[config.mk]
export PLATFORM = sky130hd
export DESIGN_NAME = fu_div_iter
export DESIGN_NICKNAME = d
export VERILOG_FILES = /design/src/rtl/fu_div_iter.sv
export SDC_FILE = /design/constraint.sdc
export NUM_CORES = 1
export LEC_CHECK = 0
export ABC_AREA = 1
export CAP_MARGIN = 40
export CORE_ASPECT_RATIO = 1.75
export CORE_MARGIN = 4
export CORE_UTILIZATION = 45
export CTS_CLUSTER_DIAMETER = 150
export DETAILED_ROUTE_END_ITERATION = 12
export HOLD_SLACK_MARGIN = 0.03
export PLACE_DENSITY_LB_ADDON = 0.05
export SYNTH_ARGS = -nofsm -noshare
export SYNTH_HDL_FRONTEND = slang
export SYNTH_SLANG_ARGS = --single-unit
[constraint.sdc]
create_clock -name clk -period 7.8 [get_ports clk]
set_clock_uncertainty 0.05 [all_clocks]
set_input_delay 0.78 -clock clk [delete_from_list [all_inputs] [get_ports clk]]
set_output_delay 0.78 -clock clk [all_outputs]
set_load 0.005 [all_outputs]
[src/rtl/fu_div_iter.sv]
// Iterative restoring divider (RV32M DIV/DIVU/REM/REMU), one quotient bit per clock.
// Optional abort input enabled by defining FU_DIV_FLUSH_EN.
module fu_div_iter #(
    parameter int unsigned WIDTH = 32,
    parameter int unsigned TAG_W = 5
) (
    input  logic             clk,
    input  logic             rst,
    input  logic             EN,
    input  logic [1:0]       op,
    input  logic [WIDTH-1:0] A,
    input  logic [WIDTH-1:0] B,
    input  logic [TAG_W-1:0] tag_in,
`ifdef FU_DIV_FLUSH_EN
    input  logic             flush,
`endif
    output logic             busy,
    output logic             finish,
    output logic [WIDTH-1:0] res,
    output logic [TAG_W-1:0] tag_out
);

    localparam int unsigned CNT_W = $clog2(WIDTH + 1);
    localparam logic [WIDTH-1:0] ONE = {{(WIDTH-1){1'b0}}, 1'b1};
    localparam logic [WIDTH-1:0] MIN = {1'b1, {(WIDTH-1){1'b0}}};

    typedef enum logic [1:0] {StIdle, StCalc, StDone} state_t;

    state_t           r_state;
    logic [WIDTH-1:0] r_rem, r_quot, r_div;
    logic [CNT_W-1:0] r_cnt;
    logic             r_rem_mode, r_qneg, r_rneg;
    logic [TAG_W-1:0] r_tag;

    logic             w_signed, w_a_neg, w_b_neg, w_b_zero, w_ovf;
    logic [WIDTH-1:0] w_a_abs, w_b_abs, w_special_res;
    logic [WIDTH:0]   w_rem_sh, w_diff;
    logic [WIDTH-1:0] w_rem_nx, w_quot_nx, w_q_fix, w_r_fix, w_final;

    assign w_signed = ~op[0];
    assign w_a_neg  = w_signed & A[WIDTH-1];
    assign w_b_neg  = w_signed & B[WIDTH-1];
    assign w_a_abs  = w_a_neg ? (~A + ONE) : A;
    assign w_b_abs  = w_b_neg ? (~B + ONE) : B;
    assign w_b_zero = (B == '0);
    assign w_ovf    = w_signed & (A == MIN) & (B == '1);

    // op[1] selects remainder; both corner cases resolve without iterating
    assign w_special_res = op[1] ? (w_b_zero ? A : '0) : (w_b_zero ? '1 : A);

    // Shifted partial remainder needs WIDTH+1 bits; the difference sign is then exact
    assign w_rem_sh  = {r_rem, r_quot[WIDTH-1]};
    assign w_diff    = w_rem_sh - {1'b0, r_div};
    assign w_rem_nx  = w_diff[WIDTH] ? w_rem_sh[WIDTH-1:0] : w_diff[WIDTH-1:0];
    assign w_quot_nx = {r_quot[WIDTH-2:0], ~w_diff[WIDTH]};

    assign w_q_fix = r_qneg ? (~r_quot + ONE) : r_quot;
    assign w_r_fix = r_rneg ? (~r_rem + ONE) : r_rem;
    assign w_final = r_rem_mode ? w_r_fix : w_q_fix;

    always_ff @(posedge clk or posedge rst) begin
        if (rst) begin
            r_state    <= StIdle;
            r_rem      <= '0;
            r_quot     <= '0;
            r_div      <= '0;
            r_cnt      <= '0;
            r_rem_mode <= 1'b0;
            r_qneg     <= 1'b0;
            r_rneg     <= 1'b0;
            r_tag      <= '0;
            busy       <= 1'b0;
            finish     <= 1'b0;
            res        <= '0;
            tag_out    <= '0;
        end else
`ifdef FU_DIV_FLUSH_EN
        if (flush) begin
            r_state <= StIdle;
            busy    <= 1'b0;
            finish  <= 1'b0;
        end else
`endif
        begin
            case (r_state)
                StCalc: begin
                    if (r_cnt == CNT_W'(WIDTH)) begin
                        res     <= w_final;
                        tag_out <= r_tag;
                        finish  <= 1'b1;
                        busy    <= 1'b0;
                        r_state <= StDone;
                    end else begin
                        r_rem  <= w_rem_nx;
                        r_quot <= w_quot_nx;
                        r_cnt  <= r_cnt + 1'b1;
                    end
                end
                default: begin
                    finish <= 1'b0;
                    if (EN) begin
                        if (w_b_zero || w_ovf) begin
                            res     <= w_special_res;
                            tag_out <= tag_in;
                            finish  <= 1'b1;
                            r_state <= StDone;
                        end else begin
                            r_rem      <= '0;
                            r_quot     <= w_a_abs;
                            r_div      <= w_b_abs;
                            r_rem_mode <= op[1];
                            r_qneg     <= w_a_neg ^ w_b_neg;
                            r_rneg     <= w_a_neg;
                            r_tag      <= tag_in;
                            r_cnt      <= '0;
                            busy       <= 1'b1;
                            r_state    <= StCalc;
                        end
                    end else begin
                        r_state <= StIdle;
                    end
                end
            endcase
        end
    end

endmodule
== Word-level counts from Yosys, hierarchy flattened ==
Index checks and enable logic that the tools add are counted.
Word-level totals
  register bits after elaboration: 151
  latch bits: 0
  memory bits (writable): 0
  memory bits (read-only): 0
  bits of input ports: 74
  output and inout port bits: 39
  word-level logic and storage cells: 88
  memories kept: 0
Cells by class
  $add $sub $neg: 6
  $mul: 0
  div/mod/pow operators: 0
  order comparisons: 0
  equal/unequal tests: 7
  shifts and indexed selects: 0
  muxes and demuxes: 41
  bitwise logic cells: 13
  reduce and logical (&&, ||, !) cells: 8
Operator list (number)
  32-bit two-way mux: 21
  32-bit by 1-bit adder with 32-bit output (second input constant): 4
  32-bit inverter: 4
  32-bit == test (second input constant): 2
  33-bit by 32-bit subtractor with 33-bit output: 1
  32-bit zero test: 1
  6-bit two-way mux: 4
  5-bit two-way mux: 4
  3-bit AND reduction: 4
  1-bit two-way mux: 8
  2-bit two-way mux: 4
  6-bit by 1-bit adder with 6-bit output (second input constant): 1
  6-bit == test (second input constant): 1
  1-bit bitwise AND: 4
  2-bit inequality test (second input constant): 2
  1-bit inverter: 4
  2-bit nonzero test: 2
  2-bit by 1-bit == test with 1-bit output (second input constant): 1
  2-bit by 1-bit inequality test with 1-bit output (second input constant): 1
  1-bit logical OR: 1
  1-bit XOR: 1

== Logic depth before layout (Yosys ltp) ==
Gate-level depths: netlist of run 1.
  word-level depth: 7
  depth in mapped cells: 18
  gate-level depth less buffers: 17

== Worst setup path before layout of run 1 ==
Ideal clock, no wire load.
  path type: input-to-reg
  from: in A[0]
  to: reg r_quot[2]
  setup time: 0.129 ns
  arrival: 2.253 ns
  data required time: 7.621 ns
  setup slack: 5.367 ns
  stages: 13
  path buffers: 2
  path through: inv_1 -> ha_1 -> nand3_2 -> nor2_4 -> nand3_2 -> nor2_2 -> nand2_1 -> nand4_4 -> nand2_4 -> buf_6 -> buf_2 -> nand2_1 -> o21ai_1
Between the ends
  longest elaborated chain between the ends: 6
  elaborated cells between the ends (all ways): 12
  those cells by class: 1 x add/sub; 2 x eq/ne; 4 x mux; 3 x bitwise; 2 x reduce/logical
RTL lines
  from (decl): line 11  | input logic [WIDTH-1:0] A,
  32-bit inverter or 32-bit == test (tied branches): line 43, 46
  32-bit by 1-bit adder with 32-bit output or 1-bit bitwise AND (tied branches): line 43, 46
  32-bit two-way mux or 1-bit bitwise AND (tied branches): line 43, 46
  32-bit two-way mux or 1-bit logical OR (tied branches): line 102  | if (w_b_zero || w_ovf) begin
  32-bit two-way mux or 2-bit by 1-bit inequality test with 1-bit output (tied branches)
  32-bit two-way mux or 3-bit AND reduction (tied branches)
  to (signal assigned): line 95  | r_quot <= w_quot_nx;
  to (signal assigned): line 109  | r_quot <= w_a_abs;
  to (decl): line 30  | logic [WIDTH-1:0] r_rem, r_quot, r_div;
Parallel ways exist; a longest one is shown, timed or not. The select of a mux whose other input is x is not followed.
A chain may end at the register's enable or synchronous reset.

== Worst setup path after layout of run 1 ==
  from: in op[0]
  to: reg r_quot[10]
Between the ends
  longest elaborated chain between the ends: 6
  elaborated cells between the ends (all ways): 11
  those cells by class: 1 x eq/ne; 4 x mux; 4 x bitwise; 2 x reduce/logical
RTL lines
  from (decl): line 10  | input logic [1:0] op,
  1-bit inverter (*): line 40  | assign w_signed = ~op[0];
  1-bit bitwise AND, on equally long branches: line 46, 41
  1-bit bitwise AND or 32-bit two-way mux (tied branches): line 46, 43
  1-bit logical OR or 32-bit two-way mux (tied branches): line 102
  2-bit by 1-bit inequality test with 1-bit output (no line) or 32-bit two-way mux (tied branches)
  3-bit AND reduction (no line) or 32-bit two-way mux (tied branches)
Mark *: on every way between the ends. The rest lies on a longest branch, timed or not. The select of a mux whose other input is x is not followed.

==> results of run 1 <==
routing by layer:
metal	share of wire (%)	track usage [%]	wire length, um
met1	38	31.2	18200
met5	0	0	0
met2	51	51.1	24400
met3	3.3	3.08	1560
met4	6.9	17.6	3260
placed cells by master, fill, tap and decap left out, drive strengths merged:
master	n
and2	3
clkdlybuf4s50	112
nor2	178
buf	14
clkbuf	18
nand3	297
nor3	23
xor2	39
nand3b	15
nand2	881
o21bai	15
ha	39
nor4	1
xnor2	11
a21o	1
o31ai	5
clkinvlp	2
o211ai	20
fa	1
or2	6
a31oi	1
clkinv	6
o21ai	159
and3	1
dfrtp	150
o22ai	13
a21oi	53
nand4	33
inv	316
sequential cells by signal (all words and copies together) (netlist names):
name,flops
busy,1
finish,1
r_cnt,6
r_div,32
r_qneg,1
r_quot,32
r_rem,32
r_rem_mode,1
r_rneg,1
r_state,1
r_tag,5
res,32
tag_out,5
cell families (layout without fill, tap and decap cells):
logic type | count (synthesis) | count (layout)
xor+xnor | 50 | 50
compound gates | 267 | 267
fa+ha+maj | 40 | 40
flops | 150 | 150
simple gates | 1438 | 1438
buf+inv | 394 | 468
power groups by stage:
stage,Sequential [mW],Clock (mW),Combinational [mW]
2_1_floorplan,1.40,0,3.82
4_1_cts,1.50,0.814,5.31
3_3_place_gp,1.50,0,5.22
6_report,1.50,0.800,5.30
5_1_grt,1.55,0.844,6.00
3_5_place_dp,1.51,0,5.29
worst register-to-register path, cell delays in order, from the launching register on:
cell and delay (ns):
dfrtp_1 0.41, nor2_4 0.11, buf_4 0.50, nand2_1 0.30, inv_2 0.58, a21oi_1 0.22
nand2_4 0.46, clkinv_2 0.50, nand3_1 0.24, nand2_1 0.07
area by class of cell:
| class | instances | area (um^2) | share of cell area [%] |
|---|---|---|---|
| multi-input combinational | 1795 | 8510 | 54.1 |
| timing repair buffer | 126 | 1270 | 8.04 |
| clock inverter | 13 | 113 | 0.715 |
| sequential | 150 | 3750 | 23.8 |
| tap | 387 | 484 | 3.08 |
| clock buffer | 18 | 439 | 2.79 |
| inverter | 311 | 1170 | 7.46 |
stage by stage:
stage,utilization [%],instance area (um^2),power (mW)
global placement,50.1,15100,6.71
finish,52.2,15700,7.60
global route,52.2,15700,8.40
floorplan,-,13800,5.23
detailed placement,50.4,15200,6.79
CTS,52.2,15700,7.62
path summary, 6_finish.rpt:
check                                         start                      to  cells past startpoint
worst max-delay path                          op[0]  r_quot[10]$_DFFE_PP0P_                     14
worst min-delay path            res[11]$_DFFE_PP0P_     res[11]$_DFFE_PP0P_                      2
worst max register to register   finish$_DFFE_PP0P_     res[25]$_DFFE_PP0P_                      9
worst min register to register  res[11]$_DFFE_PP0P_     res[11]$_DFFE_PP0P_                      2
max in group asynchronous                       rst   r_div[25]$_DFFE_PP0P_                      4
min in group asynchronous                       rst    r_rem[3]$_DFFE_PP0P_                      2
==> impl_metrics.ini, run 1 <==
[worst_setup_path]
critPathSlowestCell = nand4_4
crit_path_end_kind = register
cp_cell_sequence = clkdlybuf4s50_1 > inv_1 > nand2_1 > inv_2 > nand2_1 > nor2_1 > nand2_1 > nor2_1 > nand2_1 > nand4_4 > nand2_4 > buf_4 > nand2_1 > o21ai_1
crit_type = input pin to register
critPathTopFamily = simple AND/OR/NAND/NOR gates
path_buf_inv = 4
cpMostUsedCell = nand2_1
cp.arrival_ns = 4.22
required_ns = 8.12
cp-start-kind = input pin
rrSetupSlack_ns = 4.25
critical_path.max_stage_delay_ns = 0.55
crit_path_max_fanout = 57

[clock_tree]
cts_tree = yes
clk_path_buf_depth = 2
clkLatencyLatePin_ns = 0.46
htree_levels = 4
cts.clk_slew.worst_paths_ns = 0.07
cts_hold_buf = 0
cts_resized = 0
postCtsSetupBuffers = 0
clock_tree.root_cell = clkbuf_16
cts_inserted_buffers = 17
clock_sinks = 150

[placement]
dpl.cell_count = 2769
place_hpwl_um = 38100
dpl_worst_slack_ns = 3.38
gp_congestion = 1.02
portBuffers = 112

[synth]
synth_flop_cell = dfrtp_1
syn_nets = 2453
synth_xor_area_share_pct = 3.17
synth_fa_ha_area_share_pct = 3.67
synth_top_area_share_pct = 27.2
synth_compound_area_share_pct = 10.6
muxShareOfSynthArea_pct = 0
synth_seq_cells = 150
yosys.area_share.simple_pct = 44.1
async_flop_share_pct = 100
synth_top_family_by_area = simple AND/OR/NAND/NOR gates
synth_cell_types = 42
ys_warn_count = 0
syn_inst = 2339
synth_common_cells = nand2_1 (870), inv_1 (301), nand3_1 (291)
synth_edf_count = 0
synth_area_um2 = 13800
yosysSeqAreaShare_pct = 27.2
synthTopCellsByArea = dfrtp_1 (27%), nand2_1 (24%), nand3_1 (11%)
avgSynthCellArea_um2 = 5.91
yosysMostFrequentCell = nand2_1
synth_top_area_cell = dfrtp_1

[pwr]
internal_power_mw = 3.35
irDropWorstVdd_uv = 367
switching_power_mw = 4.25
p_per_area_nw_per_um2 = 483
cellLeakagePower_nw = 8.25
clkPwrFrac_pct = 10.5
switching_share_pct = 55.9
seq_power_share_pct = 19.8
p_comb_share_pct = 69.7

[detailed_routing]
dr.pass1.iters = 6
wl_um = 47500
routedWlPerCell_um = 17.0
vias_per_cell = 5.26
detail_route.iter0.violations = 919
route.vias.total = 14700
drt.antenna.violating_nets = 0
drc = 0

[sta]
slew_headroom_pct = 39.1
setup_viol = 0
drv_slew = 0
period_share_pct = 49.9
setup_tns_ns = 0
worst_slack_ns = 3.91
whs_ns = 0.429
worst_pin_slew_ns = 0.914
rsz0062_at_grt = false
hold_viol = 0
fin_crit_ns = 3.89
fmax_mhz = 257

[die]
die_area_um2 = 33700
die_h_um = 240
num_io_pins = 113
coreArea_um2 = 30200
initial_core_util_pct = 45.8
row_count = 84
die_w_um = 140

[final_layout]
final.fill_count = 3219
fin_nets = 2515
drive_gt1_share_pct = 3.73
diodes = 0
area_growth_pct = 13.9
final_cells = 2800

[grt]
grt_first_pass_wirelength_um = 74800
grt.overflow.total = 0
grt_max_degree = 94
grtUsageTotal_pct = 28.2
grt_pass1_vias = 14000
antenna_found_initial = 0

[hold_path]
hold_class = register to register

[job]
maxCapViolCount = 0

[outcome]
outcome = completed
Note: power is estimated with default switching activity, not from simulation.
==> inputs of run 2 (changes only) <==
- clock period: 7.8 -> 3.7 ns (I/O delays scaled with it)
==> impl_metrics.ini, run 2 (synthesis results as in run 1) <==
[placement]
portBuffers = 112
place_hpwl_um = 38500
gp_congestion = 1.01

[clock_tree]
postCtsSetupBuffers = 0
cts_inserted_buffers = 17
cts_hold_buf = 0
cts.clk_slew.worst_paths_ns = 0.08
clk_path_buf_depth = 2
clkLatencyLatePin_ns = 0.46
htree_levels = 4
cts_tree = yes
clock_tree.root_cell = clkbuf_16
cts_resized = 0
clock_sinks = 150

[detailed_routing]
dr.pass1.iters = 6
drt.antenna.violating_nets = 0
route.vias.total = 14700
vias_per_cell = 5.23
routedWlPerCell_um = 16.9
wl_um = 47600
drc = 0
detail_route.iter0.violations = 974

[die]
die_area_um2 = 33700
row_count = 84
die_w_um = 140
die_h_um = 240
coreArea_um2 = 30200
num_io_pins = 113
initial_core_util_pct = 45.8

[final_layout]
final_common_cell = nand2_1
final.fill_count = 3185
layout_common_cells = nand2_1 (870), inv_1 (299), nand3_1 (291)
diodes = 0
drive_gt1_share_pct = 4.21
fin_nets = 2526
area_growth_pct = 14.8

[worst_setup_path]
rrSetupSlack_ns = 0.75
r2r-start = r_quot[31]$_DFFE_PP0P_
rr_endpoint = r_rem[29]$_DFFE_PP0P_
endpoint = r_rem[29]$_DFFE_PP0P_
required_ns = 3.99
crit_path_end_kind = register
crit_type = register to register
cp.arrival_ns = 3.24
cp-startpoint = r_quot[31]$_DFFE_PP0P_
crit_path_max_fanout = 16
reg2reg_depth = 17
cp-start-kind = register

[pwr]
clkPwrFrac_pct = 11.1
internal_power_mw = 7.21
power_mw = 16.2
switching_power_mw = 8.98
seq_power_share_pct = 19.8
irDropWorstVdd_uv = 685
p_per_area_nw_per_um2 = 1020
switching_share_pct = 55.5
p_comb_share_pct = 69.1
cellLeakagePower_nw = 8.32

[sta]
worst_pin_slew_ns = 0.722
hold_viol = 0
fmax_mhz = 339
slew_headroom_pct = 51.3
setup_tns_ns = 0
fin_crit_ns = 2.95
period_share_pct = 79.7
setup_viol = 0
rsz0062_at_grt = false
whs_ns = 0.264
drv_slew = 0

[job]
maxCapViolCount = 0

[grt]
grtUsageTotal_pct = 28.2
grt_max_degree = 79
antenna_found_initial = 0
grt_first_pass_wirelength_um = 74800
grt.overflow.total = 0
grt_pass1_vias = 14100

[hold_path]
hold_class = input pin to asynchronous set/reset pin

[outcome]
outcome = completed
==> run 2: cell count changes in the layout (fill, tap and decap cells not counted), sizes merged <==
| cell | change |
|---|---|
| buf | +11 |
| bufinv | +1 |
| clkinv | -2 |
| clkinvlp | +1 |
| inv | +1 |
==> run 2: layer usage <==
| layer | vias to the layer above | wire, um | share of wire, % | track usage [%] |
|---|---|---|---|---|
| li1 | 7605 | - | - | - |
| met1 | 6651 | 18200 | 38 | 31.2 |
| met2 | 369 | 24800 | 52 | 51.7 |
| met3 | 86 | 1720 | 3.6 | 3.40 |
| met4 | 0 | 2910 | 6.1 | 16.0 |
| met5 | - | 0 | 0 | 0 |
==> run 2: through the flow <==
stage	utilization, %	worst slack (ns)	area, um^2	instances
2_1_floorplan	-	1.37	13800	2339
5_1_grt	52.6	0.438	15900	2812
3_5_place_dp	50.7	0.461	15300	2780
6_report	52.6	0.750	15900	2812
4_1_cts	52.6	0.726	15900	2812
3_3_place_gp	50.7	0.486	15300	2780
==> run 2: worst min path at each step <==
stage | from | end | slack, ns | depth (start not counted)
after floorplan | r_div[26]$_DFFE_PP0P_ | r_div[26]$_DFFE_PP0P_ | 0.40 | 2
after global placement | res[20]$_DFFE_PP0P_ | res[20]$_DFFE_PP0P_ | 0.41 | 2
after detailed placement | res[7]$_DFFE_PP0P_ | res[7]$_DFFE_PP0P_ | 0.41 | 2
after CTS | rst | tag_out[3]$_DFFE_PP0P_ | 0.28 | 2
after global routing | rst | tag_out[3]$_DFFE_PP0P_ | 0.30 | 2
final | rst | tag_out[3]$_DFFE_PP0P_ | 0.26 | 2
==> run 2: power by group through the flow <==
| stage | Sequential (mW) | Clock [mW] | Combinational (mW) |
|---|---|---|---|
| after floorplan | 2.96 | 0 | 8.06 |
| after global placement | 3.19 | 0 | 11.1 |
| after detailed placement | 3.21 | 0 | 11.1 |
| after CTS | 3.19 | 1.83 | 11.2 |
| after global routing | 3.31 | 1.90 | 12.7 |
| final | 3.20 | 1.80 | 11.2 |
==> run 2: critical path: stages, from the launching register on <==
cell	delay, ns
dfrtp_1	0.38
inv_1	0.13
ha_1	0.28
fa_1	0.41
inv_1	0.11
nand2_1	0.05
nand2_1	0.08
nand3_1	0.07
nand2_1	0.14
nand2_1	0.09
nand2_1	0.10
nand2_2	0.09
nand2_2	0.10
nand2_2	0.20
nand2_2	0.31
nand2_1	0.10
nand3_1	0.08
nand2_1	0.06
==> run 2: layout make-up <==
class	count	area, um^2	share of cell area (%)
repair buffers	137	1360	8.56
well taps	387	484	3.05
inverters	311	1170	7.38
clock buffers	18	439	2.77
multi-input cells	1795	8510	53.6
clock inverters	14	156	0.985
flip-flops and latches	150	3750	23.6
